**config.mk**
```make
export PLATFORM = sky130hd
export DESIGN_NAME = iommu_ctrl_master
export DESIGN_NICKNAME = d
export VERILOG_FILES = /design/src/rtl/iommu_ctrl_master.sv
export SDC_FILE = /design/constraint.sdc
export NUM_CORES = 1
export LEC_CHECK = 0
export ABC_AREA = 1
export BUFFER_PORTS_ARGS = -buffer_cell sky130_fd_sc_hd__buf_2
export CORE_AREA = 2 2 119 121
export DETAILED_ROUTE_END_ITERATION = 10
export DIE_AREA = 0 0 121 123
export MAX_ROUTING_LAYER = met4
export PLACE_DENSITY_LB_ADDON = 0.2
export SLEW_MARGIN = 20
export SYNTH_ARGS = -nofsm -noshare
export SYNTH_HDL_FRONTEND = slang
export SYNTH_SLANG_ARGS = --single-unit
```
**constraint.sdc**
```tcl
create_clock -name ctrl_clk -period 2.1 [get_ports ctrl_clk]
set_input_delay 0.105 -clock ctrl_clk [delete_from_list [all_inputs] [get_ports ctrl_clk]]
set_output_delay 0.105 -clock ctrl_clk [all_outputs]
set_load 0.01 [all_outputs]
```
**src/rtl/iommu_ctrl_master.sv**
```systemverilog
// Single-outstanding AXI4 master for the IOMMU control register slave.
// Converts a cmd/resp handshake into single-beat AXI reads/writes with a per-phase timeout.
module iommu_ctrl_master #(
  parameter int unsigned ADDR_W  = 32,
  parameter int unsigned TIMEOUT = 1024
) (
  input  logic              ctrl_clk,
  input  logic              ctrl_resetn,
  // command / response
  input  logic              cmd_valid,
  output logic              cmd_ready,
  input  logic              cmd_write,
  input  logic [ADDR_W-1:0] cmd_addr,
  input  logic [31:0]       cmd_wdata,
  output logic              resp_valid,
  output logic [31:0]       resp_rdata,
  output logic              resp_err,
  // AXI write address
  output logic [ADDR_W-1:0] m_axi_awaddr,
  output logic [7:0]        m_axi_awlen,
  output logic [2:0]        m_axi_awsize,
  output logic [1:0]        m_axi_awburst,
  output logic              m_axi_awlock,
  output logic [3:0]        m_axi_awcache,
  output logic [2:0]        m_axi_awprot,
  output logic              m_axi_awvalid,
  input  logic              m_axi_awready,
  // AXI write data
  output logic [31:0]       m_axi_wdata,
  output logic [15:0]       m_axi_wstrb,
  output logic              m_axi_wlast,
  output logic              m_axi_wvalid,
  input  logic              m_axi_wready,
  // AXI write response
  input  logic [1:0]        m_axi_bresp,
  input  logic              m_axi_bvalid,
  output logic              m_axi_bready,
  // AXI read address
  output logic [ADDR_W-1:0] m_axi_araddr,
  output logic [7:0]        m_axi_arlen,
  output logic [2:0]        m_axi_arsize,
  output logic [1:0]        m_axi_arburst,
  output logic              m_axi_arlock,
  output logic [3:0]        m_axi_arcache,
  output logic [2:0]        m_axi_arprot,
  output logic              m_axi_arvalid,
  input  logic              m_axi_arready,
  // AXI read data
  input  logic [31:0]       m_axi_rdata,
  input  logic [1:0]        m_axi_rresp,
  input  logic              m_axi_rlast,
  input  logic              m_axi_rvalid,
  output logic              m_axi_rready
);

  localparam int unsigned CntW = $clog2(TIMEOUT);

  typedef enum logic [2:0] {StIdle, StAw, StW, StB, StAr, StR, StResp} state_e;

  state_e            state_q, state_d;
  logic [ADDR_W-1:0] addr_q, addr_d;
  logic [31:0]       wdata_q, wdata_d;
  logic [31:0]       rdata_q, rdata_d;
  logic              err_q, err_d;
  logic [CntW-1:0]   cnt_q, cnt_d;
  logic              expired;

  // Single-beat transfers only; rlast carries no information.
  logic unused_rlast;
  assign unused_rlast = m_axi_rlast;

  // Phase budget used up on this cycle.
  assign expired = (cnt_q == CntW'(TIMEOUT - 1));

  // Next-state: phase sequencing, command capture, response capture and timeout abort.
  always_comb begin
    state_d = state_q;
    addr_d  = addr_q;
    wdata_d = wdata_q;
    rdata_d = rdata_q;
    err_d   = err_q;
    unique case (state_q)
      StIdle: begin
        if (cmd_valid) begin
          addr_d  = cmd_addr;
          wdata_d = cmd_write ? cmd_wdata : '0;
          rdata_d = '0;
          err_d   = 1'b0;
          state_d = cmd_write ? StAw : StAr;
        end
      end
      StAw: begin
        if (m_axi_awready) begin
          state_d = StW;
        end else if (expired) begin
          state_d = StResp;
          err_d   = 1'b1;
        end
      end
      StW: begin
        if (m_axi_wready) begin
          state_d = StB;
        end else if (expired) begin
          state_d = StResp;
          err_d   = 1'b1;
        end
      end
      StB: begin
        // A response on the last budget cycle still counts as normal completion.
        if (m_axi_bvalid) begin
          state_d = StResp;
          err_d   = |m_axi_bresp;
        end else if (expired) begin
          state_d = StResp;
          err_d   = 1'b1;
        end
      end
      StAr: begin
        if (m_axi_arready) begin
          state_d = StR;
        end else if (expired) begin
          state_d = StResp;
          err_d   = 1'b1;
        end
      end
      StR: begin
        if (m_axi_rvalid) begin
          state_d = StResp;
          rdata_d = m_axi_rdata;
          err_d   = |m_axi_rresp;
        end else if (expired) begin
          state_d = StResp;
          rdata_d = '0;
          err_d   = 1'b1;
        end
      end
      StResp:  state_d = StIdle;
      default: state_d = StIdle;
    endcase
  end

  // Phase timer restarts whenever the phase changes and idles outside AXI phases.
  always_comb begin
    cnt_d = cnt_q + CntW'(1);
    if ((state_d != state_q) || (state_q == StIdle) || (state_q == StResp)) begin
      cnt_d = '0;
    end
  end

  // State and datapath registers.
  always_ff @(posedge ctrl_clk or negedge ctrl_resetn) begin
    if (!ctrl_resetn) begin
      state_q <= StIdle;
      addr_q  <= '0;
      wdata_q <= '0;
      rdata_q <= '0;
      err_q   <= 1'b0;
      cnt_q   <= '0;
    end else begin
      state_q <= state_d;
      addr_q  <= addr_d;
      wdata_q <= wdata_d;
      rdata_q <= rdata_d;
      err_q   <= err_d;
      cnt_q   <= cnt_d;
    end
  end

  // Outputs decode straight from state so an async reset clears them at once.
  always_comb begin
    cmd_ready     = ctrl_resetn & (state_q == StIdle);
    resp_valid    = (state_q == StResp);
    resp_err      = resp_valid & err_q;
    resp_rdata    = resp_valid ? rdata_q : '0;
    m_axi_awaddr  = addr_q;
    m_axi_awlen   = 8'd0;
    m_axi_awsize  = 3'b010;
    m_axi_awburst = 2'b01;
    m_axi_awlock  = 1'b0;
    m_axi_awcache = 4'b0011;
    m_axi_awprot  = 3'b000;
    m_axi_awvalid = (state_q == StAw);
    m_axi_wdata   = wdata_q;
    m_axi_wstrb   = 16'h000F;
    m_axi_wlast   = 1'b1;
    m_axi_wvalid  = (state_q == StW);
    m_axi_bready  = (state_q == StB);
    m_axi_araddr  = addr_q;
    m_axi_arlen   = 8'd0;
    m_axi_arsize  = 3'b010;
    m_axi_arburst = 2'b01;
    m_axi_arlock  = 1'b0;
    m_axi_arcache = 4'b0011;
    m_axi_arprot  = 3'b000;
    m_axi_arvalid = (state_q == StAr);
    m_axi_rready  = (state_q == StR);
  end

endmodule
```
# == Word level (Yosys, flattened, before mapping) ==
# Index checks and enable logic that the tools add are counted.
# totals
register_bits,110
in_bits,110
out_inout_bits,195
elab_cells,56
# op_classes
n_addsub,1
n_eq_ne,13
muxes,24
bitwise,2
reduce_logical,10
# ops
op,n
$mux 32,5
$pmux 32 s2,1
$mux 3,8
$pmux 3 s6,1
$add 10x1->10 const B,1
$eq 10x10->1 const B,1
$mux 10,1
$eq 3x3->1 const B,3
$ne 2x2->1 const B,4
$mux 1,7
$eq 3x2->1 const B,2
$pmux 1 s6,1
$reduce_bool 6->1,1
$reduce_and 5->1,1
$reduce_or 2->1,2
$eq 3x1->1 const B,1
$logic_not 3->1,1
$ne 3x2->1 const B,1
$ne 3x3->1,1
$reduce_and 3->1,1
$and 1x1->1,2
$logic_or 1x1->1,2
$reduce_and 2->1,1
$reduce_bool 2->1,1

# == Logic depth before layout (Yosys ltp) ==
# Gate-level depths: netlist of the first run.
# logic_depth
depth_word,8
depth_mapped,10
ltp_nobuf,10

# == Worst setup path before layout of the first run ==
# OpenSTA, ideal clock, no wires.
# synth_path
path_type,register -> register
startpoint,register cnt_q[0]
endpoint,register rdata_q[10]
setup_time_ns,0.118
arrival_time_ns,1.473
required_time_ns,1.982
setup_slack_ns,0.509
path_stages_with_launch,8
path_buffers,1
synth_period_minus_slack_ns,1.591
cell_sequence,dfrtp_1 -> ha_1 -> nand2_1 -> nor2_1 -> nand3_2 -> a22oi_2 -> buf_6 -> o21ai_2
# synth_via
elab_chain_cells,3
# synth_rtl
item,line_no,source
from (decl),65,"logic [CntW-1:0] cnt_q, cnt_d;"
from (signal assigned),165,cnt_q <= cnt_d;
$eq 10x10->1,73,assign expired = (cnt_q == CntW'(TIMEOUT - 1));
$ne 3x2->1 (no line),n/a,
$reduce_and 3->1 (no line),n/a,
to (signal assigned),163,rdata_q <= rdata_d;
to (decl),63,"logic [31:0] rdata_q, rdata_d;"
# Every way passes these cells.
# A chain may end at the register's enable or synchronous reset.

# == Final worst setup path of the first run ==
# layout_path
startpoint,register state_q[1]
endpoint,output resp_rdata[8]
# layout_via
elab_chain_cells,2
# layout_rtl
item,line_no,source
from (decl),60,"state_e state_q, state_d;"
from (signal assigned),153,state_q <= StIdle;
from (signal assigned),160,state_q <= state_d;
$eq 3x3->1,172,resp_valid = (state_q == StResp);
$mux 32,174,resp_rdata = resp_valid ? rdata_q : '0;
to (decl),16,"output logic [31:0] resp_rdata,"
# Every way passes these cells.

==> results of run 1 <==
worst max-delay path, cell delays in order (launching register included):
cell	delay, ps
dfrtp_1	490
nand2_1	150
nor2_4	200
clkinvlp_4	100
buf_4	200
nor2_1	140
buf_2	150
cell families after synthesis:
kind of cell / after synthesis / share of synthesized area, %
flops: 110 / 51.20
other cells: 2 / 0.1397
fa+ha+maj: 1 / 0.2327
xor+xnor: 8 / 1.303
buf+inv: 163 / 18.43
compound gates: 77 / 11.08
simple gates: 236 / 17.62
per-layer routing:
layer | global-route usage (%) | wire length (um) | up-vias | part of all wire, %
met5 | - | 0 | - | 0
met4 | 7.340 | 276 | 0 | 1.9
met3 | 3.367 | 906 | 21 | 6.2
met2 | 33.15 | 7309 | 187 | 50
met1 | 23.56 | 6034 | 2273 | 42
li1 | - | - | 2349 | -
Yosys cell counts:
| master | n |
|---|---|
| a21oi_1 | 1 |
| a22o_1 | 32 |
| a22oi_2 | 1 |
| a31oi_1 | 2 |
| buf_1 | 6 |
| buf_2 | 9 |
| buf_4 | 92 |
| buf_6 | 3 |
| clkbuf_1 | 4 |
| conb_1 | 2 |
| dfrtp_1 | 110 |
| ha_1 | 1 |
| inv_1 | 46 |
| inv_2 | 3 |
| nand2_1 | 159 |
| nand3_1 | 6 |
| nand3_2 | 3 |
| nand3_4 | 1 |
| nand4_1 | 5 |
| nor2_1 | 58 |
| nor2_2 | 3 |
| nor3_1 | 1 |
| o21a_1 | 1 |
| o21ai_0 | 18 |
| o21ai_1 | 1 |
| o21ai_2 | 20 |
| o21bai_1 | 1 |
| xnor2_1 | 2 |
| xor2_1 | 6 |
state kept, by name, summed over array words and instances (netlist names):
signal,count
rdata_q,32
cnt_q,10
state_q,3
m_axi_wdata,32
err_q,1
m_axi_araddr,32
metrics by stage:
stage                     total power, W  cells  hold slack, ps  instance area, um2  worst slack [ps]
after floorplan                 0.006184    654          -190.6                5590             508.7
after global placement          0.007108    974          -50.83                6332             376.8
after detailed placement        0.007185    974          -48.63                6332             330.1
after CTS                       0.009254   1091           30.30                7671             122.3
after global routing            0.009898   1091           72.08                7676             72.90
final                           0.009188   1091           39.78                7676             198.6
power groups by stage:
stage | Sequential, W | Clock (W) | Combinational (W)
after global routing | 0.00355 | 0.00199 | 0.00435
final | 0.00344 | 0.00185 | 0.00389
after global placement | 0.00344 | 0 | 0.00367
after floorplan | 0.00366 | 0 | 0.00252
after detailed placement | 0.00347 | 0 | 0.00372
after CTS | 0.00343 | 0.00192 | 0.00390
area by class of cell:
class | instances | area, um2
Multi-Input combinational cell | 381 | 1854
Sequential cell | 110 | 2753
Clock inverter | 6 | 92.59
Timing Repair inverter | 1 | 7.507
Timing Repair Buffer | 354 | 2317
Tap cell | 180 | 225.2
Clock buffer | 10 | 239.0
Inverter | 49 | 187.7
Fill cell | 1186 | 5936
what timing repair did:
action	CTS	global route
gates resized for setup	3	1
endpoints found under the setup margin	20	9
buffers inserted	3	0
endpoints found under the hold margin	187	0
hold buffers	97	0
gates cloned	1	0
how the worst max path moves through the flow:
stage	to	slack (ps)	cells past startpoint
finish	resp_rdata[8]	200	6
global route	resp_rdata[7]	70	6
CTS	resp_rdata[8]	120	6
detailed placement	resp_rdata[8]	330	5
global placement	resp_rdata[7]	380	5
floorplan	rdata_q[10]$_DFFE_PN0P_	510	7
==> run summary, run 1 <==
status - complete, no violations
Routability Congestion - 0.8786
number of global-route vias before repair - 4522
total core area - 0.01361 mm2
hold crit path type - in2reg
Synth Instances - 597
CP required - 2000 ps
leakage - 4.214 nW
routed vias - 4830
Hold Path End - state_q[1]$_DFF_PN0_
Yosys top cell by area - dfrtp_1
largest net degree at the start of global routing - 60
port bufs - 244
GRT Overall Usage - 19.58%
total wire length - 14530 um
r2r endpoint - cnt_q[8]$_DFF_PN0_
# diodes - 0
synthesized area - 0.005376 mm2
share of cells above drive strength 1 - 33.70%
drt wl/cell - 13.31 um
largest cells by area after synthesis - dfrtp_1 (51%), buf_4 (13%), nand2_1 (11%), a22o_1 (5.2%), nor2_1 (4.0%)
Critical R2R Launch - cnt_q[0]$_DFF_PN0_
critical path startpoint - state_q[1]$_DFF_PN0_
fin util - 56.39%
Die ar. - 0.01488 mm2
P per Cell Area - 1197 mW/mm2
Die Y - 123 um
Comb pwr share - 42.3%
RSZ-0062 raised after global routing - false
Critical Path Fanout Max - 17
initial core utilization - 39.50%
register area share after synthesis - 51.20%
CTS max path bufs - 2
Die X - 121 um
cells on worst reg2reg path - 10
Std-Cell Rows - 43
Max Clock Freq - 525.9 MHz
final period utilization - 90.54%
endpoints failing hold - 0
r2r setup slk - 390 ps
initial antenna violation count - 0
Final #Nets - 1017
drt drc - 0
clk root buf - clkbuf_16
sw frac - 38.65%
Detailed Routing Iterations Pass 1 - 4
syn avg cell area - 9.006 um2
first-pass GRT wire length - 22270 um
Crit Path Category - reg2out
Seq pwr share - 37.5%
Worst slew margin - 64.22%
Clk pwr share - 20.2%
hold depth - 3
Tmin final - 1901 ps
CTS Sinks - 110
#FFs+latches synth - 110
Internal Power - 0.005637 W
post-synth cell types - 29
Max VDD drop - 476.7 uV
grt ovf - 0
endpoints failing setup - 0
commonest non-fill, non-tap cell in the layout - buf_2
clock transition at the registers of the reported paths - 70 ps
initial DRC count - 273
hold_sp - m_axi_awready
NetSw - 0.003551 W
Antenna Nets Post-Route - 0
H-tree depth - 3
placed wire-length estimate - 9793 um
Yosys Warn Count - 0
CTS tree - done
layout overhead on the synthesized area - 42.77%
latest clock arrival within the worst-skew pair - 350 ps
setup tns final - 0 ps
most frequent cells in the layout - buf_2 (243), nand2_1 (159), dfrtp_1 (110), dlygate4sd3_1 (97), conb_1 (59)
via/cell ratio - 4.427
Ports - 305
crit start category - flop
clock skew - 8.417 ps
Worst setup EP type - output port
Critical Path AT - 1800 ps
max-slew violation count - 0
max-cap viol count - 0
clock buffer count from CTS - 9
Worst-Margin Slew - 536.7 ps
Synth top area share - 51.20%
(Power assumes the default switching activity.)
==> inputs of run 2 (changes only) <==
==> constraint.sdc (replaced) <==
create_clock -name ctrl_clk -period 2.05 [get_ports ctrl_clk]
set_input_delay 0.1025 -clock ctrl_clk [delete_from_list [all_inputs] [get_ports ctrl_clk]]
set_output_delay 0.1025 -clock ctrl_clk [all_outputs]
set_load 0.01 [all_outputs]
==> run 2 against run 1 <==
Sequential share of layout area increased by 0.064 points. Cell count unchanged. Utilization decreased by 0.10 points. Final area decreased by 0.18%. Combinational power increased by 2%. Routed wire length decreased by 1.2%. Global-route usage decreased by 0.20 points. First-iteration DRC count decreased by 22%. Hold slack improved by 17 ps. Clock power decreased by 3%. Non-clock buffer count unchanged. Largest cell class unchanged. Largest power group unchanged.
==> run summary, run 2 (synthesis results as in run 1) <==
status - complete, no violations (unchanged)
CTS tree - done (unchanged)
P per Cell Area - 1214 mW/mm2 (was 1197 mW/mm2)
clk root buf - clkbuf_16 (unchanged)
largest net degree at the start of global routing - 60 (unchanged)
crit start category - flop (unchanged)
CP required - 1950 ps (was 2000 ps)
Critical Path AT - 1800 ps (about the same)
Ports - 305 (unchanged)
port bufs - 244 (unchanged)
final period utilization - 92.94%
max-cap viol count - 0 (unchanged)
RSZ-0062 raised after global routing - false (unchanged)
Highest Signal Layer - met4 (unchanged)
drt drc - 0 (unchanged)
Worst setup EP type - output port (unchanged)
final setup margin - 144.7 ps (was 198.6 ps)
hold slack - 56.78 ps (was 39.78 ps)
initial core utilization - 39.50% (unchanged)
Max VDD drop - 510.7 uV (was 476.7 uV)
Tmin final - 1905 ps
Routability Congestion - 0.9151 (was 0.8786)
clock skew - 2.693 ps (was 8.417 ps)
DP Worst Slack - 282.0 ps (was 330.1 ps)
latest clock arrival within the worst-skew pair - 340 ps (was 350 ps)
hold crit path type - in2reg (unchanged)
total core area - 0.01361 mm2 (unchanged)
dpl cell area - 0.006352 mm2 (was 0.006332 mm2)
Final #Nets - 1017 (unchanged)
GRT Overall Usage - 19.37% (was 19.58%)
routed vias - 4775 (was 4830)
Antenna Nets Post-Route - 0 (unchanged)
share of cells above drive strength 1 - 33.59% (was 33.70%)
Met2 Wirelength - 7088 um (was 7309 um)
first-pass GRT wire length - 22040 um (was 22270 um)
placed wire-length estimate - 9855 um (was 9793 um)
commonest non-fill, non-tap cell in the layout - buf_2 (unchanged)
endpoints failing hold - 0 (unchanged)
DRT met1 WL - 6005 um (was 6034 um)
Die ar. - 0.01488 mm2 (unchanged)
Critical Path Fanout Max - 17 (unchanged)
Crit Path Category - reg2out (unchanged)
Detailed Routing Iterations Pass 1 - 4 (unchanged)
met3 routed WL - 930 um (was 906 um)
total wire length - 14350 um (was 14530 um)
number of global-route vias before repair - 4563 (was 4522)
initial antenna violation count - 0 (unchanged)
initial DRC count - 212 (was 273)
clock transition at the registers of the reported paths - 70 ps (about the same)
Die Y - 123 um (unchanged)
layout overhead on the synthesized area - 42.52% (was 42.77%)
via/cell ratio - 4.377 (was 4.427)
Total Power - 0.009305 W (was 0.009188 W)
Max Clock Freq - 524.9 MHz
Die X - 121 um (unchanged)
CTS max path bufs - 2 (unchanged)
CTS Sinks - 110 (unchanged)
most frequent cells in the layout - buf_2 (243), nand2_1 (159), dfrtp_1 (110), dlygate4sd3_1 (97), conb_1 (59) (unchanged)
# diodes - 0 (unchanged)
post-route design area - 0.007662 mm2 (was 0.007676 mm2)
r2r setup slk - 310 ps (was 390 ps)
grt ovf - 0 (unchanged)
H-tree depth - 3 (unchanged)
endpoints failing setup - 0 (unchanged)
setup tns final - 0 ps (unchanged)
max-slew violation count - 0 (unchanged)
leakage - 4.208 nW (was 4.214 nW)
Std-Cell Rows - 43 (unchanged)
drt wl/cell - 13.15 um (was 13.31 um)
clock buffer count from CTS - 9 (unchanged)
[run 2: cell count changes in the layout (fill, tap and decap cells not counted), sizes merged]
cell / before / now
clkbuf: 10 / 12
clkinv: 1 / 0
bufinv: 2 / 1
[run 2: timing repair]
action / 4_1_cts / 5_1_grt
resized for setup: 3 / 0
hold buffers: 97 / 0
endpoints found under the setup margin: 33 / 0
buffers inserted: 2 / 0
endpoints found under the hold margin: 171 / 0
[run 2: path summary, 6_finish.rpt]
path,startpoint,endpoint,cells past startpoint
setup / recovery,state_q[1]$_DFF_PN0_,resp_rdata[21],6
hold / removal,m_axi_awready,state_q[1]$_DFF_PN0_,3
setup reg to reg,state_q[1]$_DFF_PN0_,m_axi_wdata[3]$_DFFE_PN0P_,5
hold reg to reg,cnt_q[0]$_DFF_PN0_,cnt_q[0]$_DFF_PN0_,1
max in group asynchronous,ctrl_resetn,m_axi_wdata[17]$_DFFE_PN0P_,3
min in group asynchronous,ctrl_resetn,m_axi_wdata[30]$_DFFE_PN0P_,2
[run 2: metrics by stage]
step | instances | utilization (%)
after floorplan | 654 | -
after global placement | 975 | 46.67
after detailed placement | 975 | 46.67
after CTS | 1091 | 56.29
after global routing | 1091 | 56.29
final | 1091 | 56.29
[run 2: final cells by class]
type,instances,area [um2]
multi-input combinational,381,1849
fill,1219,5949
tap,180,225.2
timing repair inverter,1,7.507
clock buffer,12,256.5
clock inverter,4,53.80
sequential,110,2753
timing repair buffer,354,2330
inverter,49,187.7
[run 2: routing by layer]
metal,up-vias,track usage [%]
met4,0,7.558
met5,-,-
met1,2214,23.76
met3,22,3.459
met2,197,32.02
li1,2342,-
[run 2: critical path, cell delays in order (launching register included)]
cell	delay (ps)
dfrtp_1	470
nand2_1	130
nor2_2	270
clkinvlp_4	120
buf_4	200
nor2_1	120
buf_2	140
[run 2: power breakdown]
group	leakage (nW)	switching, W	internal (W)
Sequential	1.44	0.000478	0.00306
Clock	0.145	0.000777	0.00102
Combinational	2.62	0.00235	0.00163
Total	4.21	0.00360	0.00570
